$ cat src/rtl/sysarray_skew_feeder.sv
// sysarray_skew_feeder
// Upstream feeder for an N x N systolic matrix-multiply array. It takes one
// column of A and one row of B per handshake beat and drives them onto the
// west (a_edge) and north (b_edge) edges of the array. Lane i is delayed by
// i+1 cycles, so matching partial products meet in the correct PE. The
// feeder also sequences a whole job: clear accumulators, feed len beats,
// drain with zeros until every product has been accumulated, then pulse done.
//
// Ports:
//   clock       system clock, all logic on the rising edge
//   reset       synchronous, active-high; aborts any job in flight
//   start       job request, honoured only in IDLE and only when len != 0
//   len         job length in beats (K dimension), latched at start
//   in_valid    a_vec/b_vec carry a valid beat
//   in_ready    feeder accepts a beat this cycle
//   a_vec       A column, lane i = bits [i*W +: W]
//   b_vec       B row, same lane packing
//   a_edge      skewed west-edge data, lane i to array row i
//   b_edge      skewed north-edge data, lane i to array column i
//   lane_valid  bit i high when lane i of both edges carries a real beat
//   clear_acc   one-cycle pulse zeroing the PE accumulators
//   busy        high whenever the feeder is not IDLE
//   done        one-cycle pulse, all products of the job are accumulated
module sysarray_skew_feeder #(
    parameter int N  = 4,
    parameter int W  = 32,
    parameter int LW = 8
) (
    input  logic            clock,
    input  logic            reset,
    input  logic            start,
    input  logic [LW-1:0]   len,
    input  logic            in_valid,
    output logic            in_ready,
    input  logic [N*W-1:0]  a_vec,
    input  logic [N*W-1:0]  b_vec,
    output logic [N*W-1:0]  a_edge,
    output logic [N*W-1:0]  b_edge,
    output logic [N-1:0]    lane_valid,
    output logic            clear_acc,
    output logic            busy,
    output logic            done
);

    // The last beat reaches lane N-1 after N-1 further cycles of feeder skew,
    // and the array needs 2N-1 more cycles for it to reach the far corner PE.
    localparam int DRAIN_CYC = 3 * N - 2;
    localparam int DW        = $clog2(DRAIN_CYC + 1);

    typedef enum logic [2:0] {
        S_IDLE,
        S_CLEAR,
        S_FEED,
        S_DRAIN,
        S_DONE
    } state_t;

    state_t          state_q, state_d;
    logic [LW-1:0]   len_q, len_d;
    logic [LW-1:0]   cnt_q, cnt_d;
    logic [DW-1:0]   drn_q, drn_d;
    logic            accept;

    always_ff @(posedge clock) begin
        if (reset) begin
            state_q <= S_IDLE;
            len_q   <= '0;
            cnt_q   <= '0;
            drn_q   <= '0;
        end else begin
            state_q <= state_d;
            len_q   <= len_d;
            cnt_q   <= cnt_d;
            drn_q   <= drn_d;
        end
    end

    always_comb begin
        state_d   = state_q;
        len_d     = len_q;
        cnt_d     = cnt_q;
        drn_d     = drn_q;
        in_ready  = 1'b0;
        accept    = 1'b0;
        clear_acc = 1'b0;
        busy      = (state_q != S_IDLE);
        done      = 1'b0;

        case (state_q)
            S_IDLE: begin
                if (start && (len != '0)) begin
                    len_d   = len;
                    cnt_d   = '0;
                    state_d = S_CLEAR;
                end
            end
            S_CLEAR: begin
                clear_acc = 1'b1;
                state_d   = S_FEED;
            end
            S_FEED: begin
                // Once the len-th beat is in, the feeder spends one more cycle
                // in FEED with in_ready low; the counter stops at len, so
                // len = 2^LW-1 never wraps.
                in_ready = (cnt_q != len_q);
                accept   = in_ready && in_valid;
                if (accept) begin
                    cnt_d = cnt_q + LW'(1);
                end
                if (cnt_q == len_q) begin
                    drn_d   = '0;
                    state_d = S_DRAIN;
                end
            end
            S_DRAIN: begin
                if (drn_q == DW'(DRAIN_CYC - 1)) begin
                    state_d = S_DONE;
                end else begin
                    drn_d = drn_q + DW'(1);
                end
            end
            S_DONE: begin
                done    = 1'b1;
                state_d = S_IDLE;
            end
            default: begin
                state_d = S_IDLE;
            end
        endcase
    end

    // Skew chains: lane i holds i+1 stages. Stage 0 loads the accepted beat
    // or zero, so gaps between beats always carry zero data, never stale.
    for (genvar i = 0; i < N; i++) begin : g_lane
        logic [W-1:0] a_sr_q [i+1];
        logic [W-1:0] b_sr_q [i+1];
        logic         v_sr_q [i+1];

        always_ff @(posedge clock) begin
            if (reset) begin
                for (int j = 0; j <= i; j++) begin
                    a_sr_q[j] <= '0;
                    b_sr_q[j] <= '0;
                    v_sr_q[j] <= 1'b0;
                end
            end else begin
                a_sr_q[0] <= accept ? a_vec[i*W +: W] : '0;
                b_sr_q[0] <= accept ? b_vec[i*W +: W] : '0;
                v_sr_q[0] <= accept;
                for (int j = 1; j <= i; j++) begin
                    a_sr_q[j] <= a_sr_q[j-1];
                    b_sr_q[j] <= b_sr_q[j-1];
                    v_sr_q[j] <= v_sr_q[j-1];
                end
            end
        end

        assign a_edge[i*W +: W] = a_sr_q[i];
        assign b_edge[i*W +: W] = b_sr_q[i];
        assign lane_valid[i]    = v_sr_q[i];
    end

endmodule

$ cat config.mk
export PLATFORM = sky130hd
export DESIGN_NAME = sysarray_skew_feeder
export DESIGN_NICKNAME = d
export VERILOG_FILES = /design/src/rtl/sysarray_skew_feeder.sv
export SDC_FILE = /design/constraint.sdc
export NUM_CORES = 1
export LEC_CHECK = 0
export ABC_AREA = 0
export BUFFER_PORTS_ARGS = -buffer_cell sky130_fd_sc_hd__buf_2
export CAP_MARGIN = 20
export CORE_MARGIN = 1
export CORE_UTILIZATION = 30
export CTS_CLUSTER_DIAMETER = 30
export CTS_CLUSTER_SIZE = 10
export DETAILED_ROUTE_END_ITERATION = 10
export SYNTH_ARGS = -nofsm -noshare
export SYNTH_HDL_FRONTEND = slang
export SYNTH_SLANG_ARGS = --single-unit
$ cat constraint.sdc
create_clock -name clock -period 5.4 [get_ports clock]
set_input_delay 1.35 -clock clock [delete_from_list [all_inputs] [get_ports clock]]
set_output_delay 1.35 -clock clock [all_outputs]
set_load 0.005 [all_outputs]
* Word-level counts from Yosys, hierarchy flattened
Memories as Yosys holds them, arrays and structs flattened.
Cells that the tools add are included.
** Cells by class
- Bitwise gates (word level) :: 27
- Reductions and logical operators :: 14
- Eq/ne operators :: 12
- Add/subtract/negate cells :: 2
- Multiplexer cells :: 58
** Operators with widths (count)
- $mux 32 :: 28
- $reduce_or 32->1 :: 2
- $or 1x1->1 :: 27
- $mux 1 :: 20
- $mux 8 :: 2
- $pmux 8 s2 :: 1
- $pmux 3 s4 :: 1
- $ne 2x2->1 const B :: 5
- $mux 3 :: 3
- $reduce_and 3->1 :: 3
- $add 8x1->8 const B :: 1
- $eq 8x8->1 :: 1
- $mux 4 :: 2
- $ne 8x8->1 :: 1
- $pmux 4 s2 :: 1
- $reduce_bool 8->1 :: 1
- $eq 3x2->1 const B :: 2
- $add 4x1->4 const B :: 1
- $eq 4x4->1 const B :: 1
- $reduce_bool 2->1 :: 2
- $eq 3x1->1 const B :: 1
- $eq 3x3->1 const B :: 1
- $logic_not 3->1 :: 1
- $reduce_bool 3->1 :: 1
- other kinds (3) :: 4
** Storage, ports and cells
- Register bits :: 23
- Memory bits (writable) :: 650
- Memories kept :: 12
** Memory list
- g_lane[3].a_sr_q :: depth 4, width 32, rd ports 4, clocked after Yosys merged registers in 0, wr ports 4, line 135 : logic [W-1:0] a_sr_q [i+1];
- g_lane[3].b_sr_q :: depth 4, width 32, rd ports 4, clocked after Yosys merged registers in 0, wr ports 4, line 136 : logic [W-1:0] b_sr_q [i+1];
- g_lane[2].a_sr_q :: depth 3, width 32, rd ports 3, clocked after Yosys merged registers in 0, wr ports 3, line 135
- g_lane[2].b_sr_q :: depth 3, width 32, rd ports 3, clocked after Yosys merged registers in 0, wr ports 3, line 136
- g_lane[1].a_sr_q :: depth 2, width 32, rd ports 2, clocked after Yosys merged registers in 0, wr ports 2, line 135
- g_lane[1].b_sr_q :: depth 2, width 32, rd ports 2, clocked after Yosys merged registers in 0, wr ports 2, line 136
- 6 more memories

* Logic depth before layout (Yosys ltp)
Gate-level depths: netlist (run 1).
- Depth in word-level cells :: 5
- Depth in mapped cells :: 7
- Gate-level depth less buffers :: 7

* Worst setup path before layout (run 1)
Ideal clock, no wire load.
- Path type :: input-to-reg
- From :: in len[1]
- To :: reg len_q[2]
- Arrival :: 2.553 ns
- Path slack :: 2.719 ns
- Setup time :: 0.128 ns
- Stages :: 6
- Path buffers :: 1
- Cell sequence :: or4_1 > o21ai_1 > or2_1 > buf_4 > mux2i_1 > nor2_1
** Between the ends
- Word-level cells in the longest chain between the ends :: 3
** Ends and longest elaborated chain
- start: declaration :: line 32 : input logic [LW-1:0] len,
- $reduce_bool 8->1 :: line 91 : if (start && (len != '0)) begin
- $logic_and 1x1->1 :: line 91
- $reduce_and 2->1 (no line)
- end signal: assignment :: line 72 : len_q <= len_d;
- end: declaration :: line 59 : logic [LW-1:0] len_q, len_d;
Every way passes these cells.
A chain may end at the register's enable or synchronous reset.

* Worst setup path in the final report (run 1)
- From :: reg cnt_q[0]
- To :: out in_ready
** Between the ends
- Word-level cells in the longest chain between the ends :: 2
** Ends and longest elaborated chain
- start: declaration :: line 60 : logic [LW-1:0] cnt_q, cnt_d;
- start signal: assignment :: line 73 : cnt_q <= cnt_d;
- $ne 8x8->1 :: line 105 : in_ready = (cnt_q != len_q);
- $mux 1 :: line 89 : case (state_q)
- end: declaration :: line 34 : output logic in_ready,
Every way passes these cells.

==> qor.yml, run 1 <==
grtUsageTotal_pct: 11.9
syn_area_mm2: 0.0197
io_pins: 532
die_w_um: 258
endpoint: "in_ready"
grt_pass1_vias: 11868
reg2reg_depth: 5
fin_crit_sh_pct: 62.9
path_cells: "xnor2_1 > nand4_1 > or2_1 > and2_1 > buf_2"
clkSinkCount: 667
rows: 93
syn2layout_area_growth_pct: 34.0
hp-class: "reg2reg"
clk_pin_slew_ns: 0.05
start_kind: "flip-flop"
dpl.cell_count: 2817
cp.required_ns: 4.05
vias: 11539
ant_nets: 0
final.min_clock_period_ns: 3.40
hold_viol: 0
synth_top_area_share_pct: 67.9
final-setup-viol-count: 0
arrival_ns: 2.05
maxCapViolations: 0
grt_pass1_wl_um: 63100
register_area_mm2: 0.0134
synth_edf_count: 0
hold_buffers: 0
dieArea_mm2: 0.0665
ctsRootBufferMaster: "clkbuf_16"
syn_area_per_cell_um2: 11.8
cts_buffers: 118
p_sw_mw: 2.69
nets: 2354
p_leak_nw: 11.9
finalHoldWorstSlack_ns: 0.395
slowest_stage: "dfxtp_1"
r2r-end: "g_lane[2].a_sr_q[0][1]$_SDFF_PP0_"
crit_buf_inv: 1
core_mm2: 0.0646
cts.repair.resized: 0
critPathMaxStageDelay_ns: 0.42
outcome: "finished, final reports clean"
rsz0062_at_grt: "no"
synth_seq_cells: 667
drt_first_iter_violations: 482
reg2reg_from: "state_q[1]$_SDFFE_PP0P_"
syn_inst: 1663
initial_utilization_pct: 30.4
slew-limit-headroom_pct: 41.0
fin_cells: 3040
clockBufferDepth: 3
fmax_mhz: 295
p_comb_share_pct: 2.0
portBuffers: 531
intPower_mw: 10.4
sw_frac_of_total_pct: 20.5
nFillCells: 6159
vias_per_cell: 3.80
powerDensity_mw_per_mm2: 498
r2r_slack_ns: 3.17
wirelength_um: 40800
crit_fanout: 7
crit_path_end_kind: "primary output"
die_h_um: 258
synth-main-ff-cell: "dfxtp_1"
crit_cells: 5
ys_seq_area_share_pct: 67.9
critPathKind: "reg2out"
peakVddDrop_v: 0.000277
clkLatencyLatePin_ns: 0.67
synth_top_area_cell: "dfxtp_1"
synth_most_common_cell: "dfxtp_1"
crit_start: "cnt_q[0]$_SDFFE_PP0P_"
cts_setup_buffers: 0
slew_violations: 0
synthTopCellsByCount: "dfxtp_1 (667), nor2b_1 (389), and2_1 (257)"
antenna_found_initial: 11
critPathTopFamily: "simple AND/OR/NAND/NOR gates"
wl_per_cell_um: 13.4
synth_nets: 1934
worstMarginPinSlew_ns: 0.886
grt-ovfl-total: 0
gp_congestion: 0.817
multi_input_area_mm2: 0.00475
first_pass_iters: 4
pwr-share-seq_pct: 38.1
async_reset_ff_share_pct: 0
drcViolationCount: 0
clock_skew_ns: 0.0566
yosysWarnings: 0
total_power_mw: 13.1
drive_above_1_share_pct: 34.3
fin_tns_setup_ns: 0
pwr-share-clk_pct: 59.9
cts_tree: "built"
grt_max_degree: 192
h-tree-depth: 3
hpwl_um: 27600
synth_area_leaders: "dfxtp_1 (68%), nor2b_1 (12%), and2_1 (8.2%)"
synth_cell_types: 42
==> metrics by stage <==
step                instance area [µm²]  utilization [%]  setup WS (ns)
global placement                  21900             33.9           1.81
detailed placement                21900             33.9           1.87
global route                      26300             40.8           1.87
floorplan                         19700                -           2.72
finish                            26300             40.8           2.00
CTS                               26300             40.7           1.94
==> logic make-up after synthesis <==
logic type	count (synthesis)	share of synthesized area, %
muxes	5	0.261
AOI/OAI and AO/OA	28	0.949
and+or+nand+nor	709	22.4
adders and majority gates	3	0.191
buffers and inverters	243	7.90
xor gates and xnor gates	8	0.356
DFF	667	67.9
==> state kept, by name (all words and copies together), names as in the netlist <==
name / count
state_q: 3
g_lane.a_sr_q: 320
g_lane.v_sr_q: 4
len_q: 8
cnt_q: 8
drn_q: 4
g_lane.b_sr_q: 320
==> power groups by stage <==
stage	logic, mW	registers (mW)	clock network, mW
after detailed placement	0.262	5.09	0
after CTS	0.264	4.99	8.03
after global routing	0.290	4.99	8.29
after global placement	0.256	5.09	0
after floorplan	0.132	5.09	0
final	0.261	5.00	7.85
==> routing by layer <==
| metal | global-route usage [%] | part of all wire, % |
|---|---|---|
| met4 | 5.83 | 2.8 |
| met3 | 4.97 | 8.7 |
| met5 | 0 | 0.27 |
| met2 | 19.2 | 46 |
| met1 | 13.5 | 42 |
==> layout by cell type, fill, tap and decap left out, types with 8 or more instances in the layout <==
| master | count |
|---|---|
| and2_1 | 257 |
| inv_6 | 12 |
| nor2b_1 | 389 |
| a21oi_1 | 9 |
| clkbuf_16 | 119 |
| clkinvlp_4 | 11 |
| clkbuf_1 | 13 |
| clkbuf_8 | 14 |
| bufinv_16 | 22 |
| buf_2 | 530 |
| nand2_1 | 8 |
| xnor2_1 | 8 |
| nor2_1 | 12 |
| nand3_1 | 10 |
| dfxtp_1 | 667 |
| clkinv_2 | 19 |
==> how the worst min path moves through the flow <==
stage / from / cells after the start / end / slack (ns)
after floorplan: g_lane[1].a_sr_q[0][0]$_SDFF_PP0_ / 1 / g_lane[1].a_sr_q[0][32]$_SDFF_PP0_ / 0.41
after global routing: g_lane[3].b_sr_q[0][74]$_SDFF_PP0_ / 1 / g_lane[3].b_sr_q[0][106]$_SDFF_PP0_ / 0.40
final: g_lane[2].a_sr_q[0][32]$_SDFF_PP0_ / 1 / g_lane[2].a_sr_q[0][64]$_SDFF_PP0_ / 0.39
after global placement: g_lane[3].a_sr_q[1][15]$_SDFF_PP0_ / 1 / g_lane[3].a_sr_q[2][15]$_SDFF_PP0_ / 0.41
after CTS: g_lane[2].a_sr_q[0][32]$_SDFF_PP0_ / 1 / g_lane[2].a_sr_q[0][64]$_SDFF_PP0_ / 0.39
after detailed placement: g_lane[1].a_sr_q[0][10]$_SDFF_PP0_ / 1 / g_lane[1].a_sr_q[0][42]$_SDFF_PP0_ / 0.42
==> area by class of cell <==
type	count	area share, %
Sequential cell	667	50.7
Multi-Input combinational cell	753	18.1
Clock buffer	146	12.2
Timing Repair Buffer	537	10.4
Clock inverter	75	4.43
Tap cell	855	4.06
Inverter	6	0.0855
Antenna cell	1	0.00950
(Power assumes the default switching activity.)
==> inputs of run 2 (changes only) <==
--- a/config.mk
+++ b/config.mk
@@ -5,7 +5,7 @@
 export SDC_FILE = /design/constraint.sdc
 export NUM_CORES = 1
 export LEC_CHECK = 0
-export ABC_AREA = 0
+export ABC_AREA = 1
 export BUFFER_PORTS_ARGS = -buffer_cell sky130_fd_sc_hd__buf_2
 export CAP_MARGIN = 20
 export CORE_MARGIN = 1
==> constraint.sdc (replaced) <==
create_clock -name clock -period 3.2 [get_ports clock]
set_input_delay 0.8 -clock clock [delete_from_list [all_inputs] [get_ports clock]]
set_output_delay 0.8 -clock clock [all_outputs]
set_load 0.005 [all_outputs]
==> qor.yml, run 2 <==
die_h_um: 264  # was 258 µm
final-setup-viol-count: 0  # unchanged
grt_pass1_wl_um: 65400  # was 63100 µm
syn_area_mm2: 0.0206  # was 0.0197 mm²
mostFrequentLayoutCells: "inv_1 (673), dfxtp_1 (667), nor2_1 (665)"  # was dfxtp_1 (667), buf_2 (530), nor2b_1 (389)
slowest_stage: "dfxtp_1"  # unchanged
drcViolationCount: 0  # unchanged
crit_top_cell: "nand2_1"
slew_violations: 0  # unchanged
nFillCells: 6697  # was 6159
vias: 13765  # was 11539
peakVddDrop_v: 0.000559  # was 0.000277 V
synth_cell_types: 23  # was 42
critPathKind: "reg2out"  # unchanged
antenna_found_initial: 12  # was 11
nets: 3069  # was 2354
p_leak_nw: 13.5  # was 11.9 nW
path_cells: "xnor2_1 > nand2_1 > nor2_1 > nand2_2 > nand2_1 > inv_1 > buf_2"  # was xnor2_1 > nand4_1 > or2_1 > and2_1 > buf_2
highest_layer: "met5"  # unchanged
post-place-ws_ns: 0.891  # was 1.87 ns
worstMarginPinSlew_ns: 0.882  # was 0.886 ns
hold_buffers: 0  # unchanged
fin_tns_setup_ns: 0  # unchanged
crit_buf_inv: 2  # was 1
synthTopCellsByCount: "inv_1 (673), dfxtp_1 (667), nor2_1 (665)"  # was dfxtp_1 (667), nor2b_1 (389), and2_1 (257)
rsz0062_at_grt: "no"  # unchanged
core_mm2: 0.0676  # was 0.0646 mm²
synth_most_common_cell: "inv_1"  # was dfxtp_1
start_kind: "flip-flop"  # unchanged
async_reset_ff_share_pct: 0  # unchanged
syn_inst: 2356  # was 1663
wirelength_um: 42300  # was 40800 µm
cts_tree: "built"  # unchanged
die_w_um: 264  # was 258 µm
yosysWarnings: 0  # unchanged
register_area_mm2: 0.0134  # unchanged
r2r_slack_ns: 1.21  # was 3.17 ns
first_pass_iters: 4  # unchanged
synth_edf_count: 0  # unchanged
cp.required_ns: 2.40  # was 4.05 ns
wl_per_cell_um: 11.2  # was 13.4 µm
multi_input_area_mm2: 0.00311  # was 0.00475 mm²
clock_skew_ns: 0.0385  # was 0.0566 ns
outcome: "finished, final reports clean"  # unchanged
clk_pin_slew_ns: 0.05  # about the same
hold_viol: 0  # unchanged
drt_first_iter_violations: 537  # was 482
reg2reg_depth: 7  # was 5
dieArea_mm2: 0.0699  # was 0.0665 mm²
portBuffers: 531  # unchanged
synth_area_leaders: "dfxtp_1 (65%), inv_1 (12%), nor2_1 (12%)"  # was dfxtp_1 (68%), nor2b_1 (12%), and2_1 (8.2%)
synth_top_area_cell: "dfxtp_1"  # unchanged
final_common_cell: "inv_1"  # was dfxtp_1
initial_utilization_pct: 30.5  # was 30.4%
grtUsageTotal_pct: 12.0  # was 11.9%
critPathTopFamily: "simple AND/OR/NAND/NOR gates"  # unchanged
syn_area_per_cell_um2: 8.76  # was 11.8 µm²
ant_nets: 0  # unchanged
grt-ovfl-total: 0  # unchanged
synth_seq_cells: 667  # unchanged
endpoint: "in_ready"  # unchanged
io_pins: 532  # unchanged
reg_top3: "g_lane.a_sr_q (320), g_lane.b_sr_q (320)"  # unchanged
synth_nets: 2627  # was 1934
worst_slack_ns: 0.254  # was 2.00 ns
maxCapViolations: 0  # unchanged
crit_start: "cnt_q[5]$_SDFFE_PP0P_"  # was cnt_q[0]$_SDFFE_PP0P_
slew-limit-headroom_pct: 41.2  # was 41.0%
finalHoldWorstSlack_ns: 0.332  # was 0.395 ns
cts.repair.resized: 0  # unchanged
ys_seq_area_share_pct: 64.7  # was 67.9%
dpl.cell_count: 3535  # was 2817
rows: 95  # was 93
drt-met1-wl_um: 17800  # was 17000 µm
crit_cells: 7  # was 5
grt_pass1_vias: 13016  # was 11868
clockBufferDepth: 3  # unchanged
dr_wl_met2_um: 19300  # was 18900 µm
hp-class: "in2reg"  # was reg2reg
gp_congestion: 0.767  # was 0.817
hpwl_um: 28100  # was 27600 µm
critPathMaxStageDelay_ns: 0.43  # was 0.42 ns
crit_fanout: 7  # unchanged
syn2layout_area_growth_pct: 33.5  # was 34.0%
vias_per_cell: 3.64  # was 3.80
fin_crit_sh_pct: 92.1
synth-main-ff-cell: "dfxtp_1"  # unchanged
fin_cells: 3781  # was 3040
ctsRootBufferMaster: "clkbuf_16"  # unchanged
reg2reg_from: "cnt_q[5]$_SDFFE_PP0P_"  # was state_q[1]$_SDFFE_PP0P_
h-tree-depth: 4  # was 3
grt_max_degree: 192  # unchanged
arrival_ns: 2.15  # was 2.05 ns
wl_met3_um: 3830  # was 3560 µm
cts_setup_buffers: 0  # unchanged
synth_top_area_share_pct: 64.7  # was 67.9%
powerDensity_mw_per_mm2: 848  # was 498 mW/mm²
drive_above_1_share_pct: 26.6  # was 34.3%
fmax_mhz: 339
clkLatencyLatePin_ns: 0.68  # was 0.67 ns
clkSinkCount: 667  # unchanged
final.min_clock_period_ns: 2.95
crit_path_end_kind: "primary output"  # unchanged
cts_buffers: 134  # was 118
r2r-end: "g_lane[0].b_sr_q[0][6]$_SDFF_PP0_"  # was g_lane[2].a_sr_q[0][1]$_SDFF_PP0_
## run 2: area by class of cell
cell class / count / share of cell area, %
sequential: 667 / 48.4
clock buffer: 169 / 13.2
multi-input combinational: 780 / 11.3
timing repair buffer: 542 / 10.2
inverter: 673 / 9.16
tap: 873 / 3.96
clock inverter: 76 / 3.68
antenna: 1 / 0.00908
## run 2: kinds of logic after synthesis
family,synth area share [%]
AND/OR/NAND/NOR,13.7
adder cells (fa/ha/maj),0.182
flip-flops,64.7
AO/OA/AOI/OAI,0.782
XOR/XNOR,0.339
buffers and inverters,20.3
## run 2: report_power, final
| part | total, mW | internal [mW] | switching, mW |
|---|---|---|---|
| registers | 8.62 | 8.54 | 0.0744 |
| clock network | 13.9 | 9.43 | 4.51 |
| logic | 0.815 | 0.320 | 0.495 |
## run 2: per-layer routing
metal | vias to the layer above | GRT usage (%)
met4 | 20 | 5.74
met5 | - | 0
met3 | 111 | 5.93
met2 | 440 | 19.1
li1 | 7250 | -
met1 | 5944 | 13.2
## run 2: tightest hold or removal path, stage by stage
cell	delay (ns)
buf_2	0.09
inv_1	0.04
nor2_1	0.03
## run 2: worst min-delay path by stage
| stage | depth (start not counted) | end | slack (ns) | from |
|---|---|---|---|---|
| floorplan | 2 | g_lane[1].a_sr_q[0][32]$_SDFF_PP0_ | 0.39 | g_lane[1].a_sr_q[0][0]$_SDFF_PP0_ |
| global placement | 2 | g_lane[2].b_sr_q[0][88]$_SDFF_PP0_ | 0.39 | g_lane[2].b_sr_q[0][56]$_SDFF_PP0_ |
| detailed placement | 2 | g_lane[1].a_sr_q[0][57]$_SDFF_PP0_ | 0.39 | g_lane[1].a_sr_q[0][25]$_SDFF_PP0_ |
| CTS | 3 | g_lane[0].b_sr_q[0][30]$_SDFF_PP0_ | 0.27 | b_vec[30] |
| global route | 3 | g_lane[0].b_sr_q[0][2]$_SDFF_PP0_ | 0.28 | b_vec[2] |
| finish | 3 | g_lane[0].b_sr_q[0][13]$_SDFF_PP0_ | 0.33 | b_vec[13] |
## run 2: metrics by stage
stage	power, mW	cell area [µm²]	utilization, %
CTS	23.8	27600	40.8
global route	24.3	27600	40.8
detailed placement	9.60	22900	33.9
floorplan	9.27	20600	-
global placement	9.59	22900	33.9
finish	23.4	27600	40.8
